**config.mk**
```make
export PLATFORM = sky130hd
export DESIGN_NAME = seq_gen
export DESIGN_NICKNAME = d
export VERILOG_FILES = /design/src/rtl/seq_gen_pkg.sv /design/src/rtl/piso_shift.sv /design/src/rtl/seq_gen.sv
export SDC_FILE = /design/constraint.sdc
export NUM_CORES = 1
export LEC_CHECK = 0
export BUFFER_PORTS_ARGS = -buffer_cell sky130_fd_sc_hd__buf_2
export CAP_MARGIN = 20
export CELL_PAD_IN_SITES_DETAIL_PLACEMENT = 1
export CELL_PAD_IN_SITES_GLOBAL_PLACEMENT = 2
export CORE_ASPECT_RATIO = 1.4
export CORE_MARGIN = 1
export CORE_UTILIZATION = 38
export DETAILED_ROUTE_END_ITERATION = 16
export GPL_TIMING_DRIVEN = 0
export PLACE_DENSITY_LB_ADDON = 0.1
export SLEW_MARGIN = 10
export SYNTH_ARGS = -nofsm -noshare
export SYNTH_HDL_FRONTEND = slang
export SYNTH_SLANG_ARGS = --single-unit
```
**constraint.sdc**
```tcl
create_clock -name clk -period 2.6 [get_ports clk]
set_input_delay 0.26 -clock clk [delete_from_list [all_inputs] [get_ports clk]]
set_output_delay 0.26 -clock clk [all_outputs]
set_load 0.005 [all_outputs]
```
**src/rtl/seq_gen_pkg.sv**
```systemverilog
// Shared types and constants for the seq_gen serial pattern transmitter.
package seq_gen_pkg;

    localparam int unsigned GAP_W = 2;

    typedef enum logic [2:0] {
        IDLE  = 3'd0,
        SHIFT = 3'd1,
        GAP   = 3'd2,
        DONE  = 3'd3
    } state_e;

endpackage

```
**src/rtl/piso_shift.sv**
```systemverilog
// Parallel-in serial-out shift register, MSB first, zero fill; load wins over shift.
module piso_shift #(
    parameter int unsigned WIDTH = 8
) (
    input  logic             clk,
    input  logic             rst_n,
    input  logic             load,
    input  logic             shift,
    input  logic [WIDTH-1:0] pdata,
    output logic             msb
);

    logic [WIDTH-1:0] sr_q;
    logic [WIDTH-1:0] sr_d;

    always_comb begin
        sr_d = sr_q;
        if (load) begin
            sr_d = pdata;
        end else if (shift) begin
            sr_d = {sr_q[WIDTH-2:0], 1'b0};
        end
    end

    always_ff @(posedge clk or negedge rst_n) begin
        if (!rst_n) begin
            sr_q <= '0;
        end else begin
            sr_q <= sr_d;
        end
    end

    assign msb = sr_q[WIDTH-1];

endmodule

```
**src/rtl/seq_gen.sv**
```systemverilog
// Serial pattern transmitter: sends a captured pattern MSB first, repeats+1 times
// with an optional idle gap between sends, then pulses done for one cycle.
module seq_gen
    import seq_gen_pkg::*;
#(
    parameter int unsigned WIDTH = 8,
    parameter int unsigned CNT_W = 4
) (
    input  logic             clk,
    input  logic             rst_n,
    input  logic             start,
    input  logic [WIDTH-1:0] pattern,
    input  logic [CNT_W-1:0] repeats,
    input  logic [GAP_W-1:0] gap,
    output logic             w,
    output logic             w_valid,
    output logic             busy,
    output logic             done
);

    localparam int unsigned BIT_W = $clog2(WIDTH);
    localparam logic [BIT_W-1:0] BIT_LAST = BIT_W'(WIDTH - 1);

    state_e           state_q, state_d;
    logic [BIT_W-1:0] bit_cnt_q, bit_cnt_d;
    logic [CNT_W-1:0] rep_q, rep_d;
    logic [GAP_W-1:0] gap_q, gap_d;
    logic [GAP_W-1:0] gap_cnt_q, gap_cnt_d;
    logic [WIDTH-1:0] pat_q, pat_d;

    logic             sr_load;
    logic             sr_shift;
    logic             sr_from_input;
    logic [WIDTH-1:0] sr_pdata;
    logic             sr_msb;

    always_comb begin
        state_d       = state_q;
        bit_cnt_d     = bit_cnt_q;
        rep_d         = rep_q;
        gap_d         = gap_q;
        gap_cnt_d     = gap_cnt_q;
        pat_d         = pat_q;
        sr_load       = 1'b0;
        sr_shift      = 1'b0;
        sr_from_input = 1'b0;

        case (state_q)
            IDLE: begin
                if (start) begin
                    pat_d         = pattern;
                    rep_d         = repeats;
                    gap_d         = gap;
                    bit_cnt_d     = BIT_LAST;
                    sr_load       = 1'b1;
                    sr_from_input = 1'b1;
                    state_d       = SHIFT;
                end
            end
            SHIFT: begin
                if (bit_cnt_q == '0) begin
                    if (rep_q == '0) begin
                        sr_shift = 1'b1;
                        state_d  = DONE;
                    end else if (gap_q == '0) begin
                        // Back-to-back reload keeps w_valid high with no bubble.
                        sr_load   = 1'b1;
                        rep_d     = rep_q - CNT_W'(1);
                        bit_cnt_d = BIT_LAST;
                    end else begin
                        sr_shift  = 1'b1;
                        gap_cnt_d = gap_q - GAP_W'(1);
                        state_d   = GAP;
                    end
                end else begin
                    sr_shift  = 1'b1;
                    bit_cnt_d = bit_cnt_q - BIT_W'(1);
                end
            end
            GAP: begin
                if (gap_cnt_q == '0) begin
                    sr_load   = 1'b1;
                    rep_d     = rep_q - CNT_W'(1);
                    bit_cnt_d = BIT_LAST;
                    state_d   = SHIFT;
                end else begin
                    gap_cnt_d = gap_cnt_q - GAP_W'(1);
                end
            end
            DONE: begin
                state_d = IDLE;
            end
            default: begin
                state_d = IDLE;
            end
        endcase
    end

    always_ff @(posedge clk or negedge rst_n) begin
        if (!rst_n) begin
            state_q   <= IDLE;
            bit_cnt_q <= '0;
            rep_q     <= '0;
            gap_q     <= '0;
            gap_cnt_q <= '0;
            pat_q     <= '0;
        end else begin
            state_q   <= state_d;
            bit_cnt_q <= bit_cnt_d;
            rep_q     <= rep_d;
            gap_q     <= gap_d;
            gap_cnt_q <= gap_cnt_d;
            pat_q     <= pat_d;
        end
    end

    assign sr_pdata = sr_from_input ? pattern : pat_q;

    piso_shift #(
        .WIDTH(WIDTH)
    ) u_piso (
        .clk  (clk),
        .rst_n(rst_n),
        .load (sr_load),
        .shift(sr_shift),
        .pdata(sr_pdata),
        .msb  (sr_msb)
    );

    // Outputs decode registered state only, so nothing combinational reaches them from inputs.
    assign w       = (state_q == SHIFT) & sr_msb;
    assign w_valid = (state_q == SHIFT);
    assign busy    = (state_q == SHIFT) | (state_q == GAP);
    assign done    = (state_q == DONE);

endmodule

```
# ---- Word-level counts from Yosys, hierarchy flattened
# Index checks and enable logic that the tools add are counted.
dict set report word_totals {
  output_inout_bits 4
  register_bits 30
  word_cells 76
}
dict set report classes {
  muxes 37
  addsub 4
  eq_ne 13
  n_bitwise 2
  n_reduce_logical 13
}
# op count
set op_table {}
lappend op_table {{$mux 3} 10}
lappend op_table {{$mux 8} 3}
lappend op_table {{$mux 4} 5}
lappend op_table {{$pmux 3 s3} 2}
lappend op_table {{$pmux 4 s3} 1}
lappend op_table {{$mux 1} 10}
lappend op_table {{$ne 2x2->1 const B} 5}
lappend op_table {{$reduce_and 5->1} 2}
lappend op_table {{$mux 2} 4}
lappend op_table {{$eq 3x2->1 const B} 2}
lappend op_table {{$logic_not 3->1} 2}
lappend op_table {{$ne 3x3->1 const B} 2}
lappend op_table {{$reduce_and 6->1} 1}
lappend op_table {{$logic_not 2->1} 2}
lappend op_table {{$logic_not 4->1} 1}
lappend op_table {{$ne 2x1->1 const B} 2}
lappend op_table {{$pmux 2 s2} 1}
lappend op_table {{$reduce_and 4->1} 1}
lappend op_table {{$reduce_bool 2->1} 2}
lappend op_table {{$sub 2x1->2 const B} 2}
lappend op_table {{$sub 4x1->4 const B} 1}
lappend op_table {{$eq 3x1->1 const B} 1}
lappend op_table {{$ne 3x2->1 const B} 1}
lappend op_table {{$pmux 1 s3} 1}
lappend op_table {{other kinds (5)} 5}

# ---- Longest topological paths before layout
dict set report depth {
  depth_word 7
  mapped_depth 6
  depth_no_buf 6
}

# ---- Modules after synthesis
# A second synthesis with hierarchy kept.
dict set report hier_totals {
  hier_cells 147
  hier_area_um2 1607.8
}
# mod area_per_inst_um2 seq_area_each_um2 n_inst cells_per_inst
set by_module_without_submodules {}
lappend by_module_without_submodules {seq_gen 1238.7 525.5 1 113}
lappend by_module_without_submodules {piso_shift 369.1 200.2 1 34}

# ---- Worst setup path after synthesis
# OpenSTA, ideal clock, no wires.
dict set report synth_path {
  path_type {flip-flop to flip-flop}
  from {register state_q[0]}
  to {register u_piso.sr_q[0]}
  slack_ns 0.702
  arrival_ns 1.774
  period_less_slack_ns 1.898
  path_stages_with_launch 6
  cell_sequence {dfrtp_1 > inv_1 > ha_1 > or3b_4 > a31oi_4 > mux2_2}
}
dict set report synth_between {
  elab_chain_cells 4
  elab_cells_between_ends 9
  cone_classes {eq/ne: 2; mux: 5; reduce/logical: 2}
}
# element line
set synth_lines {}
lappend synth_lines {{from (decl)} seq_gen.sv:24} ;# state_e state_q, state_d;
lappend synth_lines {{from (signal assigned)} seq_gen.sv:108} ;# state_q <= state_d;
lappend synth_lines {{$logic_not 3->1} seq_gen.sv:48} ;# case (state_q)
lappend synth_lines {{$mux 1} seq_gen.sv:48}
lappend synth_lines {{$mux 8} seq_gen.sv:117} ;# assign sr_pdata = sr_from_input ? pattern : pat_q;
lappend synth_lines {{$mux 8} piso_shift.sv:18} ;# if (load) begin
lappend synth_lines {{to (signal assigned)} piso_shift.sv:29} ;# sr_q <= sr_d;
lappend synth_lines {{to (decl)} piso_shift.sv:13} ;# logic [WIDTH-1:0] sr_q;
# Parallel ways exist; a longest one is shown, timed or not.
# A chain may end at the register's enable or synchronous reset.

# ---- Worst setup path after layout
# Same ends and word-level chain as after synthesis.

==> results_dict.tcl <==
set metrics [dict create \
    gp_congestion 0.814 \
    hp-class "input port to async pin" \
    final_common_cell "dfrtp_1" \
    regArea_um2 726 \
    end_kind "flip-flop" \
    postCtsSetupBuffers 0 \
    critPathLaunchType "flip-flop" \
    cts_tree "built" \
    insertion_delay_ps 280 \
    cts_buffers 5 \
    diodes 0 \
    met1_length_um 1420 \
    layout-drive-gt1-share 0.371 \
    dp_slack_ps 472 \
    finalSetupViolations 0 \
    maxCapViolations 0 \
    yosys.area_share.simple 0.131 \
    r2r_slack_ps 480 \
    drt_first_iter_violations 19 \
    via_per_inst 5.49 \
    initial_core_util 0.405 \
    peakVddDrop_uv 568 \
    worstMarginPinSlew_ps 673 \
    antenna_found_initial 0 \
    wl_met2_um 1860 \
    hpwlAfterDp_um 2550 \
    muxShareOfSynthArea 0.198 \
    grt_usage 0.179 \
    nets 191 \
    cts_resized 0 \
    failed_checks "design-rule violations" \
    synth.yosys.warnings 0 \
    crit_type "flip-flop to flip-flop" \
    timing.rr.start "state_q[0]" \
    num_rows 27 \
    cts_hold_buf 0 \
    grt_pass1_vias 1323 \
    ys_ff_latch 29 \
    power.density_nw_per_um2 1240 \
    fin_crit_ps 2120 \
    vias 1152 \
    synth-xor-area-share 0 \
    fill_cells 443 \
    cts.sinks 29 \
    fmax_mhz 472 \
    synth_top_family_by_area "multiplexers" \
    rsz0062_at_grt "no" \
    die_h_um 79.1 \
    grt_overflow 0 \
    report.final.slew_viol_count 0 \
    port_buffers 20 \
    yosysSeqAreaShare 0.450 \
    core-area_um2 3990 \
    synth_area_um2 1610 \
    grt_start_max_net_pins 30 \
    period_share 0.815 \
    synth.net_count 164 \
    setup-tns-final_ps 0 \
    critPathArrivalTime_ps 2280 \
    highest_layer "met4" \
    htreeDepth 2 \
    hold_viol 0 \
    multiInputGateArea_um2 841 \
    cp_data_required_time_ps 2760 \
    drc 3 \
    maxSlewHeadroom 0.552 \
    synth.avg_cell_area_um2 11.6 \
    fin_ws_ps 481 \
    die_w_um 57.1 \
    drtPass1Iterations 9 \
    outcome "finished with violations" \
    clk_pin_slew_worst_paths_ps 60 \
    p_leak_nw 0.872 \
    wl_per_cell_um 16.3 \
    die-area_um2 4520 \
    clockBufferDepth 2 \
    worst_clock_skew_ps 5.62 \
    area_growth_pct 17.0 \
    mostFrequentLayoutCells "dfrtp_1 (29), mux2_2 (24), buf_2 (22)" \
    routed_wl_um 3420 \
    antenna_left 0 \
    synthCells 139 \
    clockRootBuffer "clkbuf_8" \
    synth_adder_area_share 0.0620 \
    synth_cell_type_count 35 \
    synth_compound_area_frac 0.129 \
    grt_pass1_wl_um 6110 \
    cp_max_fo 8 \
    ios 21 \
    wl_met3_um 90 \
    cp-startpoint "state_q[0]" \
]
path summary, 6_finish.rpt:
| path | to | cells after the start |
|---|---|---|
| setup reg to reg | u_piso.sr_q[0] | 5 |
| setup / recovery | u_piso.sr_q[0] | 5 |
| hold reg to reg | pat_q[0] | 1 |
| min in group clk | gap_q[1] | 2 |
| max in group asynchronous | gap_cnt_q[0] | 1 |
| hold / removal | state_q[1] | 1 |
logic make-up (layout without fill, tap and decap cells):
| kind of cell | Yosys count | in the layout |
|---|---|---|
| DFF | 29 | 29 |
| AOI/OAI and AO/OA | 27 | 27 |
| buffers and inverters | 12 | 40 |
| and+or+nand+nor | 35 | 35 |
| muxes | 28 | 28 |
| adders and majority gates | 8 | 8 |
where the power goes:
group / internal [mW] / switching, mW
clock: 0.311 / 0.183
sequential: 0.672 / 0.140
combinational: 0.535 / 0.495
worst max-delay path, stage by stage (launching register included):
cell     delay (ps)
dfrtp_1         430
inv_1           100
ha_1            300
or3b_4          420
a31oi_4         370
mux2_2          380
sequential cells by signal, summed over array words and instances, names as in the netlist:
name	count
rep_q	4
state_q	2
gap_cnt_q	2
gap_q	2
pat_q	8
u_piso.sr_q	8
bit_cnt_q	3
cell usage after synthesis:
master,count,area [um2]
mux2_2,24,270
a211oi_1,1,7.51
o21ai_0,4,20.0
nand3b_1,1,7.51
o22ai_1,1,6.26
a32o_1,1,10.0
or2_4,1,8.76
a31oi_1,5,31.3
inv_1,9,33.8
nor3b_4,1,18.8
a22oi_1,1,7.51
dfrtp_1,29,726
nand3_1,1,5.00
a31oi_4,1,21.3
nor3_1,4,20.0
buf_2,2,10.0
clkbuf_1,1,3.75
mux2i_1,2,20.0
a21oi_1,5,25.0
nand2_1,7,26.3
ha_1,8,100
nand2b_1,2,12.5
and2_1,2,12.5
nand2b_4,1,13.8
o31ai_1,2,15.0
nand4_1,1,6.26
nor2_1,7,26.3
or3b_4,1,11.3
o22a_1,4,35.0
o31ai_4,1,21.3
nand4b_1,1,8.76
or3b_1,1,8.76
nor2b_1,4,25.0
o31a_1,1,8.76
mux2_4,2,30.0
per-layer routing:
| metal | vias up | GRT usage |
|---|---|---|
| met5 | - | 0 |
| li1 | 553 | - |
| met4 | 0 | 0.0732 |
| met2 | 19 | 0.326 |
| met1 | 574 | 0.200 |
| met3 | 6 | 0.0342 |
through the flow:
stage / area, um2 / total power [mW] / hold slack [ps] / std cells / utilization
final: 1890 / 2.34 / 11.0 / 210 / 0.474
after global routing: 1890 / 2.54 / 62.0 / 210 / 0.474
after CTS: 1890 / 2.39 / 31.9 / 210 / 0.474
after detailed placement: 1770 / 1.87 / 347 / 202 / 0.444
after global placement: 1770 / 1.81 / 327 / 202 / 0.444
after floorplan: 1610 / 1.61 / -35.6 / 139 / -
final cells by class:
type	instances	share of cell area
plain buffers	3	0.00729
clock buffers	6	0.0437
clock inverters	2	0.0199
inverters	9	0.0179
multi-input cells	98	0.445
flip-flops and latches	29	0.384
well taps	43	0.0285
repair buffers	20	0.0530
Power figures use the tool's default switching activity.
